**src/rtl/serial_add_ctrl.sv**
```systemverilog
// serial_add_ctrl
//   Bit-serial WIDTH-bit adder/subtractor. A single full-adder stage processes
//   one bit per clock, LSB first. The block owns the operand shift registers,
//   the carry flip-flop, the bit counter and the start/done handshake.
//
//   state | meaning
//   ------+-----------------------------------------------------------
//   IDLE  | waiting for start; operands and sub captured on start
//   RUN   | one bit per clock through the full-adder stage
//   DONE  | one-cycle done pulse; result and flags are valid
//
// Ports
//   clk      in   system clock, rising edge
//   rst      in   synchronous active-high reset
//   start    in   operation request, sampled only in IDLE
//   sub      in   0: a+b, 1: a-b (sampled with start)
//   a, b     in   WIDTH-bit operands (sampled with start)
//   busy     out  high in RUN and DONE
//   done     out  one-cycle pulse when result/flags are valid
//   result   out  sum/difference, held until the next operation completes
//   cout     out  carry out of MSB (for sub: 1 = no borrow)
//   overflow out  signed overflow
//   zero     out  result == 0
module serial_add_ctrl #(
  parameter int WIDTH = 8,
  parameter int CNT_W = 5
) (
  input  logic             clk,
  input  logic             rst,
  input  logic             start,
  input  logic             sub,
  input  logic [WIDTH-1:0] a,
  input  logic [WIDTH-1:0] b,
  output logic             busy,
  output logic             done,
  output logic [WIDTH-1:0] result,
  output logic             cout,
  output logic             overflow,
  output logic             zero
);

  typedef enum logic [1:0] {
    IDLE = 2'd0,
    RUN  = 2'd1,
    DONE = 2'd2
  } state_t;

  localparam logic [CNT_W-1:0] LAST_BIT = CNT_W'(WIDTH - 1);

  state_t           state;
  logic [WIDTH-1:0] sh_a;
  logic [WIDTH-1:0] sh_b;
  logic [WIDTH-1:0] sh_r;
  logic             carry;
  logic [CNT_W-1:0] cnt;

  logic             sum_bit;
  logic             carry_next;
  logic [WIDTH-1:0] sh_r_next;

  // The single full-adder stage.
  always_comb begin
    sum_bit    = sh_a[0] ^ sh_b[0] ^ carry;
    carry_next = (sh_a[0] & sh_b[0]) | (sh_a[0] & carry) | (sh_b[0] & carry);
    sh_r_next  = {sum_bit, sh_r[WIDTH-1:1]};
  end

  always_ff @(posedge clk) begin
    if (rst) begin
      state    <= IDLE;
      sh_a     <= '0;
      sh_b     <= '0;
      sh_r     <= '0;
      carry    <= 1'b0;
      cnt      <= '0;
      busy     <= 1'b0;
      done     <= 1'b0;
      result   <= '0;
      cout     <= 1'b0;
      overflow <= 1'b0;
      zero     <= 1'b0;
    end else begin
      case (state)
        IDLE: begin
          done <= 1'b0;
          if (start) begin
            // Subtraction is a + ~b + 1: invert b and seed the carry with 1.
            sh_a  <= a;
            sh_b  <= sub ? ~b : b;
            carry <= sub;
            cnt   <= '0;
            busy  <= 1'b1;
            state <= RUN;
          end
        end

        RUN: begin
          sh_a  <= {1'b0, sh_a[WIDTH-1:1]};
          sh_b  <= {1'b0, sh_b[WIDTH-1:1]};
          sh_r  <= sh_r_next;
          carry <= carry_next;
          cnt   <= cnt + CNT_W'(1);
          if (cnt == LAST_BIT) begin
            // carry here is the carry into the MSB, carry_next the carry out.
            result   <= sh_r_next;
            cout     <= carry_next;
            overflow <= carry ^ carry_next;
            zero     <= (sh_r_next == '0);
            done     <= 1'b1;
            state    <= DONE;
          end
        end

        DONE: begin
          done  <= 1'b0;
          busy  <= 1'b0;
          state <= IDLE;
        end

        default: begin
          done  <= 1'b0;
          busy  <= 1'b0;
          state <= IDLE;
        end
      endcase
    end
  end

endmodule

```
**config.mk**
```make
export PLATFORM = sky130hd
export DESIGN_NAME = serial_add_ctrl
export DESIGN_NICKNAME = d
export VERILOG_FILES = /design/src/rtl/serial_add_ctrl.sv
export SDC_FILE = /design/constraint.sdc
export NUM_CORES = 1
export LEC_CHECK = 0
export CAP_MARGIN = 40
export CORE_ASPECT_RATIO = 1.25
export CORE_MARGIN = 3
export CORE_UTILIZATION = 50
export DETAILED_ROUTE_END_ITERATION = 6
export HOLD_SLACK_MARGIN = 0.12
export PLACE_DENSITY = 0.83
export SYNTH_ARGS = -nofsm -noshare
export SYNTH_HDL_FRONTEND = slang
export SYNTH_SLANG_ARGS = --single-unit
```
**constraint.sdc**
```tcl
create_clock -name clk -period 1.65 [get_ports clk]
set_input_delay 0.495 -clock clk [delete_from_list [all_inputs] [get_ports clk]]
set_output_delay 0.495 -clock clk [all_outputs]
set_load 0.01 [all_outputs]
```
==> results of run 1 <==
-- where the power goes --
group	total [mW]	internal, mW	switching, mW
logic	0.260	0.131	0.129
registers	1.14	1.10	0.0314
clock network	0.846	0.456	0.390
total	2.24	1.69	0.550
-- registers in the layout (all words and copies together), names as in the netlist --
register / flops
result: 8
sh_a: 8
sh_b: 8
sh_r: 7
cnt: 5
state: 2
busy: 1
carry: 1
cout: 1
done: 1
overflow: 1
zero: 1
-- repair_timing --
action / in CTS / in global routing
resized for setup: 13 / 1
endpoints found under the setup margin: 13 / 1
pin swaps: 0 / 0
-- per-stage QoR --
stage	instance area (µm²)	std cells
floorplan	1830	206
detailed placement	2220	273
global route	2320	281
global placement	2220	273
finish	2320	281
CTS	2320	281
-- routing by layer --
metal / GRT usage / vias to the layer above / wire length [µm]
li1: - / 806 / -
met1: 0.238 / 724 / 1630
met2: 0.327 / 38 / 2000
met3: 0.0369 / 7 / 169
met4: 0.0788 / 0 / 67
met5: 0 / - / 0
-- worst register-to-register path: cells and delay by family, from the launching register on --
family                     cells  cell delay, ns
DFF                            1            0.39
adders and majority gates      1            0.25
AOI/OAI and AO/OA              2            0.36
and+or+nand+nor                1            0.46
-- area by class of cell --
| cell class | instances | area, µm² | share of cell area |
|---|---|---|---|
| Sequential cell | 44 | 881 | 0.379 |
| Multi-Input combinational cell | 145 | 861 | 0.370 |
| Timing Repair Buffer | 45 | 414 | 0.178 |
| Clock buffer | 5 | 68.8 | 0.0296 |
| Clock inverter | 3 | 46.3 | 0.0199 |
| Tap cell | 37 | 46.3 | 0.0199 |
| Inverter | 2 | 7.51 | 0.00323 |
-- kinds of logic after synthesis --
logic type,Yosys count,synth area share
AOI/OAI and AO/OA,72,0.241
and+or+nand+nor,60,0.159
DFF,44,0.482
buffers and inverters,17,0.0486
xor gates and xnor gates,11,0.0527
adders and majority gates,2,0.0178
-- worst max-delay path by stage --
stage / startpoint / endpoint / cells past startpoint
6_report: start / sh_b[5] / 4
5_1_grt: start / sh_b[7] / 5
4_1_cts: cnt[0] / state[0] / 3
3_5_place_dp: start / sh_b[5] / 4
3_3_place_gp: start / sh_b[5] / 4
2_1_floorplan: rst / sh_b[0] / 4
-- synth_stat cells (all sizes together) (2+ instances only) --
cell type	number	area [µm²]
a21oi	34	170
a221o	7	70.1
a22o	2	17.5
a22oi	3	22.5
buf	12	70.1
clkbuf	3	11.3
dfxtp	44	881
inv	2	7.51
nand2	23	86.3
nand3	11	55.1
nor2	14	57.6
nor3	3	15.0
nor4	2	12.5
o21ai	18	90.1
xnor2	10	87.6
==> metrics, run 1 <==
gr usage total=0.194; Post-synth ARST share=0; leading cell types in the layout, fill and taps excluded=44 x dfxtp_1, 34 x a21oi_1, 23 x nand2_1; maximum fanout along the worst path=7; final setup vio count=0; Mapped Nets=228; Clock Tree Root=clkbuf_8; I/O Buffers=32; peak supply drop=0.990 mV; Req. time, crit path=1.90 ns; crit share post-route=0.942; TritonCTS clock tree=yes; slowest stage delay, CP=0.53 ns; total gr overflow=0; most common library cell in the layout ignoring fill and taps=dfxtp_1; HP Start=sh_a[7]; DRT Wirelength=3.86 mm; core box area=3370 µm²; status=completed; clk_lat worst skew=0.31 ns; Min-Delay Endpoint=sh_a[6]; Area Overhead vs Synth=27.1%; class of the worst hold path=reg -> reg; Detail Route Antenna Nets=0; Crit path max-delay family=simple AND/OR/NAND/NOR gates; clock-pin slew on the worst setup and hold paths=0.09 ns; area of the mapped netlist=1830 µm²; Seq/Total Area, Yosys=0.482; R2R Path Start=cnt[0]; Die ar.=4420 µm²; Tot Pwr=2.24 mW; vias after detailed routing=1,575; initial core utilization=0.543; setup TNS=0 ns; count of TritonRoute iterations in the first routing pass=4; Die W=60.1 µm; Clock Sinks=44; number of synthesized register bits=44; critical path capture point type=register; I/O pin total=33; Gate Count Post-Synth=206; clk buf depth=2; GP Congestion=0.777; share of layout cells above drive strength 1=0.111; crit start category=input port; die height=73.6 µm; Hold Path Stages=2; WP data arrival=1.80 ns; initial antenna violation count=0; Power Density=964 nW/µm²; top_reg_cell synth=dfxtp_1; WHS=0.470 ns; max cap viols=0; Slowest-stage cell, CP=or4b_4; Crit path buffers/inverters=1; vias in the first global route=1,549; RSZ-0062 raised after global routing=no; critical-path cell list=clkdlybuf4s50_1 -> or4b_4 -> nor2_1 -> a221o_1; Final Hold Vio Count=0; fmax=643 MHz; WS Path Type=in -> reg; worst slack, placed=-0.228 ns; Fillers=292; Post-CTS Setup Inserts=0; htree depth=2; Num CTS Buffers=5; row count=23; Max-Slew Margin vs Limit=0.753; worst r2r dst=overflow; Iter 0 DRT Violations=88; Tightest Pin Transition=0.370 ns; Cell variety after synth=37; pin count of the biggest net entering global routing=28; routed vias/inst=5.60; Avg Inst Size Synth=8.88 µm²; first-pass GRT wire length=6.61 mm; Worst Clk Skew=0.00902 ns; Post-CTS Hold Fix Bufs=0; Leak=0.915 nW; fin util=0.690; worst reg2reg path depth=4; post-DR wirelength/cell=13.7 µm; number of flops mapped to enable cells by yosys=0; Tmin final=1.55 ns; nets=265; YS warnings=0; Residual DRC=0; flop-to-flop setup slack=0.11 ns; Ant. Diodes=0; Final WS setup=0.0953 ns; Slew Viols, Final=0; dpl hpwl=2.63 mm
Note: power is estimated with default switching activity, not from simulation.
==> inputs of run 2 (changes only) <==
--- a/config.mk
+++ b/config.mk
@@ -11,7 +11,7 @@
 export CORE_UTILIZATION = 50
 export DETAILED_ROUTE_END_ITERATION = 6
 export HOLD_SLACK_MARGIN = 0.12
-export PLACE_DENSITY = 0.83
+export PLACE_DENSITY = 0.78
 export SYNTH_ARGS = -nofsm -noshare
 export SYNTH_HDL_FRONTEND = slang
 export SYNTH_SLANG_ARGS = --single-unit
==> run 2 against run 1 <==
Register-to-register slack improved by 0.10 ns; wire length rose by 1.9%; largest cell class unchanged; largest power group unchanged; maximum frequency rose by 1.5%; power fell by 5.6%; highest routed layer unchanged; via count rose by 3.6%.
==> metrics, run 2 (same netlist as run 1, synthesis figures left out) <==
Num CTS Buffers=5 (unchanged); clock-pin slew on the worst setup and hold paths=0.08 ns (was 0.09 ns); Clock Tree Root=clkbuf_8 (unchanged); final setup vio count=0 (unchanged); Tmin final=1.53 ns (was 1.55 ns); Ant. Diodes=0 (unchanged); Slowest-stage cell, CP=or4b_4 (unchanged); Top Usage Layer GRT=met2 (unchanged); pin count of the biggest net entering global routing=31 (was 28); htree depth=2 (unchanged); core box area=3370 µm² (unchanged); GP Congestion=0.755 (was 0.777); max cap viols=0 (unchanged); met2 GRT Util=0.335 (was 0.327); WP data arrival=1.78 ns (was 1.80 ns); routed vias/inst=5.72 (was 5.60); M3 GR Usage=0.0580 (was 0.0369); post-DR wirelength/cell=13.8 µm (was 13.7 µm); Area Overhead vs Synth=29.2% (was 27.1%); Final Hold Vio Count=0 (unchanged); slowest stage delay, CP=0.56 ns (was 0.53 ns); initial core utilization=0.543 (unchanged); crit start category=input port (unchanged); status=completed (unchanged); maximum fanout along the worst path=7 (unchanged); count of TritonRoute iterations in the first routing pass=4 (unchanged); Crit path max-delay family=simple AND/OR/NAND/NOR gates (unchanged); leading cell types in the layout, fill and taps excluded=44 x dfxtp_1, 34 x a21oi_1, 23 x nand2_1 (unchanged); WS Path Type=in -> reg (unchanged); Iter 0 DRT Violations=45 (was 88); Crit path buffers/inverters=1 (unchanged); critical path capture point type=register (unchanged); peak supply drop=0.769 mV (was 0.990 mV); crit share post-route=0.928 (was 0.942); most common library cell in the layout ignoring fill and taps=dfxtp_1 (unchanged); vias in the first global route=1,549 (unchanged); Power Density=896 nW/µm² (was 964 nW/µm²); Residual DRC=0 (unchanged); Slew Viols, Final=0 (unchanged); total gr overflow=0 (unchanged); non-filler instance count after layout=285 (was 281); dpl hpwl=2.72 mm (was 2.63 mm); WHS=0.471 ns (was 0.470 ns); clk_lat worst skew=0.30 ns (was 0.31 ns); Clock Sinks=44 (unchanged); first-pass GRT wire length=6.68 mm (was 6.61 mm); gr usage total=0.200 (was 0.194); Req. time, crit path=1.89 ns (was 1.90 ns); Die ar.=4420 µm² (unchanged); TritonCTS clock tree=yes (unchanged); GR Util met1=0.232 (was 0.238); fmax=653 MHz (was 643 MHz); dpl cells=277 (was 273); Max-Slew Margin vs Limit=0.731 (was 0.753); RSZ-0062 raised after global routing=no (unchanged); Worst Clk Skew=0.00806 ns (was 0.00902 ns); Leak=0.941 nW (was 0.915 nW); I/O Buffers=32 (unchanged); HP Start=done (was sh_a[7]); share of layout cells above drive strength 1=0.121 (was 0.111); clk buf depth=2 (unchanged); nets=269 (was 265); CP startpoint=rst (was start); Detail Route Antenna Nets=0 (unchanged); initial antenna violation count=0 (unchanged); critical-path cell list=clkdlybuf4s50_1 -> or4b_4 -> nor2_1 -> a221o_1 (unchanged); row count=23 (unchanged); Tightest Pin Transition=0.403 ns (was 0.370 ns); Die W=60.1 µm (unchanged); DRT Wirelength=3.93 mm (was 3.86 mm); Largest regs=result (8), sh_a (8), sh_b (8) (unchanged); die height=73.6 µm (unchanged); class of the worst hold path=reg -> reg (unchanged); vias after detailed routing=1,631 (was 1,575); R2R Path Start=cnt[0] (unchanged); I/O pin total=33 (unchanged)
## run 2: cell types whose count changed in the layout (fill, tap and decap cells not counted), sizes merged
cell / change
buf: +4
bufinv: -1
inv: -1
clkdlybuf4s50: -1
clkbuf: +2
dlymetal6s2s: +1
## run 2: layout make-up
cell class | instances | area (µm²)
Fill cell | 290 | 1000
Clock inverter | 1 | 7.51
Multi-Input combinational cell | 145 | 863
Timing Repair Buffer | 49 | 472
Sequential cell | 44 | 881
Clock buffer | 7 | 86.3
Tap cell | 37 | 46.3
Inverter | 2 | 7.51
## run 2: per-stage QoR
step	cell area [µm²]	power (mW)	util	TNS, ns	worst slack (ns)
final	2360	2.12	0.702	0	0.119
after floorplan	1830	1.31	-	0	0.310
after global placement	2280	1.43	0.677	-2.30	-0.198
after detailed placement	2280	1.44	0.677	-3.03	-0.264
after global routing	2360	2.20	0.702	0	0.0155
after CTS	2360	2.12	0.700	0	0.0554
## run 2: final timing paths
| check | endpoint | slack, ns | cells after the start |
|---|---|---|---|
| max | sh_b[1] | 0.12 | 4 |
| min | done | 0.47 | 1 |
| max reg2reg | overflow | 0.21 | 4 |
| min reg2reg | done | 0.47 | 1 |
## run 2: power breakdown
group	switching, mW	internal, mW
combinational	0.129	0.145
clock	0.366	0.340
sequential	0.0320	1.10
## run 2: per-layer routing
| metal | part of all wire | vias to the layer above |
|---|---|---|
| li1 | - | 814 |
| met1 | 0.42 | 771 |
| met2 | 0.51 | 37 |
| met3 | 0.041 | 9 |
| met4 | 0.022 | 0 |
| met5 | 0 | - |
## run 2: repair_timing
action                     in CTS  in global routing
gates resized for setup        13                  2
setup endpoints to repair      13                  2
hold buffers                    0                  0
pin swaps                       0                  0
setup buffers                   0                  0
cloned                          0                  0
==> inputs of run 3 (changes only) <==
--- a/config.mk
+++ b/config.mk
@@ -6,9 +6,11 @@
 export NUM_CORES = 1
 export LEC_CHECK = 0
 export CAP_MARGIN = 40
+export CELL_PAD_IN_SITES_DETAIL_PLACEMENT = 0
+export CELL_PAD_IN_SITES_GLOBAL_PLACEMENT = 1
 export CORE_ASPECT_RATIO = 1.25
 export CORE_MARGIN = 3
-export CORE_UTILIZATION = 50
+export CORE_UTILIZATION = 38
 export DETAILED_ROUTE_END_ITERATION = 6
 export HOLD_SLACK_MARGIN = 0.12
 export PLACE_DENSITY = 0.78
==> run 3 against run 2 <==
Core utilization decreased by 19 points; final cell count increased by 6.3%; clock-buffer cell count increased by 1; sequential cell count unchanged; non-clock buffer count decreased by 3; clock skew decreased by 0.0060 ns; power decreased by 1.7%; register-to-register slack got worse by 0.07 ns; critical path type unchanged.
==> metrics, run 3 (same netlist as run 1, synthesis figures left out) <==
critical-path cell list=clkdlybuf4s50_1 -> or4b_4 -> nor2_1 -> a221o_1 (unchanged); initial antenna violation count=0 (unchanged); die height=83.6 µm (was 73.6 µm); max cap viols=0 (unchanged); Die W=68.1 µm (was 60.1 µm); worst slack, placed=-0.208 ns (was -0.264 ns); Tightest Pin Transition=0.451 ns (was 0.403 ns); Tmin final=1.55 ns (was 1.53 ns); Area Overhead vs Synth=27.6% (was 29.2%); total gr overflow=0 (unchanged); area occupied by multi-input gates=861 µm² (was 863 µm²); routed vias/inst=5.05 (was 5.72); vias in the first global route=1,444 (was 1,549); Switch Pwr=0.503 mW (was 0.527 mW); Critical Path End=sh_b[2] (was sh_b[1]); slowest stage delay, CP=0.54 ns (was 0.56 ns); dpl hpwl=2.61 mm (was 2.72 mm); fin util=0.515 (was 0.702); row count=27 (was 23); gr usage total=0.150 (was 0.200); share of layout cells above drive strength 1=0.106 (was 0.121); Final WS setup=0.0995 ns (was 0.119 ns); DRT Wirelength=3.82 mm (was 3.93 mm); Worst Clk Skew=0.00210 ns (was 0.00806 ns); critical path capture point type=register (unchanged); clk_lat worst skew=0.30 ns (about the same); Post-CTS Hold Fix Bufs=0 (unchanged); Post-CTS Setup Inserts=0 (unchanged); Max-Slew Margin vs Limit=0.699 (was 0.731); Final Hold Vio Count=0 (unchanged); WS Path Type=in -> reg (unchanged); WP data arrival=1.79 ns (was 1.78 ns); Fillers=481 (was 290); Slew Viols, Final=0 (unchanged); most common library cell in the layout ignoring fill and taps=dfxtp_1 (unchanged); internal power=1.58 mW (was 1.59 mW); HP Start=result[2] (was done); crit share post-route=0.940 (was 0.928); Detail Route Antenna Nets=0 (unchanged); Ant. Diodes=0 (unchanged); Sw Share=0.241 (was 0.249); Slowest-stage cell, CP=or4b_4 (unchanged); clk buf depth=2 (unchanged); RSZ-0062 raised after global routing=no (unchanged); vias after detailed routing=1,530 (was 1,631); Crit path depth=4 (unchanged); Clock Tree Root=clkbuf_8 (unchanged); worst reg2reg path depth=4 (unchanged); clock-pin slew on the worst setup and hold paths=0.08 ns (about the same); Req. time, crit path=1.89 ns (about the same); GP Congestion=0.746 (was 0.755); class of the worst hold path=reg -> reg (unchanged); Largest regs=result (8), sh_a (8), sh_b (8) (unchanged); status=completed (unchanged); leading cell types in the layout, fill and taps excluded=44 x dfxtp_1, 34 x a21oi_1, 23 x nand2_1 (unchanged); first-pass GRT wire length=6.60 mm (was 6.68 mm); Reg area=881 µm² (unchanged); crit start category=input port (unchanged); I/O Buffers=32 (unchanged); Residual DRC=0 (unchanged); Die ar.=5690 µm² (was 4420 µm²); Crit path max-delay family=simple AND/OR/NAND/NOR gates (unchanged); pin count of the biggest net entering global routing=31 (unchanged); htree depth=2 (unchanged); worst r2r dst=overflow (unchanged); initial core utilization=0.404 (was 0.543); Power Density=892 nW/µm² (was 896 nW/µm²); flop-to-flop setup slack=0.14 ns (was 0.21 ns); CP startpoint=start (was rst); peak supply drop=0.627 mV (was 0.769 mV); count of TritonRoute iterations in the first routing pass=4 (unchanged); Reg power frac=0.545 (was 0.537); Clock Sinks=44 (unchanged); Comb pwr share=0.124 (was 0.130); core box area=4530 µm² (was 3370 µm²); post-DR wirelength/cell=12.6 µm (was 13.8 µm); clock network fraction of design power=0.330 (was 0.334); Num CTS Buffers=5 (unchanged); I/O pin total=33 (unchanged); fmax=645 MHz (was 653 MHz); maximum fanout along the worst path=7 (unchanged); nets=266 (was 269); Iter 0 DRT Violations=161 (was 45); Leak=0.909 nW (was 0.941 nW); final setup vio count=0 (unchanged); Crit path buffers/inverters=1 (unchanged); R2R Path Start=cnt[0] (unchanged); TritonCTS clock tree=yes (unchanged)
-- run 3: timing repair --
item                                    CTS  global route
hold endpoints to repair                  0             0
resized for setup                        13             1
endpoints found under the setup margin   13             1
-- run 3: area by class of cell --
type,count,share of cell area
Clock buffer,8,0.0386
Inverter,2,0.00322
Multi-Input combinational cell,145,0.369
Sequential cell,44,0.377
Tap cell,58,0.0311
Timing Repair Buffer,46,0.181
-- run 3: per-stage QoR --
step	setup TNS [ns]	hold WS, ns	cell area [µm²]	power (mW)	cells
global placement	-2.97	0.459	2260	1.42	295
finish	0	0.475	2330	2.08	303
CTS	0	0.476	2330	2.11	303
floorplan	0	0.449	1830	1.31	206
global route	0	0.494	2330	2.19	303
detailed placement	-3.51	0.468	2260	1.42	295
-- run 3: metal layers --
metal  track usage  vias up  wire (µm)
met5             0        -          0
met4        0.0597        0         34
met3        0.0485        4        145
met2         0.230       26       1850
met1         0.192      693       1790
li1              -      807          -
-- run 3: tightest hold or removal path: stages (launching register included) --
cell     delay (ns)
dfxtp_1        0.31
o21ai_0        0.06
a21oi_1        0.06
-- run 3: power groups by stage --
stage / clock [mW] / sequential [mW] / combinational, mW
global route: 0.759 / 1.14 / 0.288
CTS: 0.715 / 1.14 / 0.261
detailed placement: 0 / 1.16 / 0.262
floorplan: 0 / 1.15 / 0.161
finish: 0.688 / 1.14 / 0.259
global placement: 0 / 1.16 / 0.258
-- run 3: how the worst min path moves through the flow --
stage / cells after the start / endpoint
floorplan: 2 / sh_a[6]
global placement: 1 / done
detailed placement: 2 / result[4]
CTS: 2 / result[4]
global route: 2 / sh_r[1]
finish: 2 / result[2]
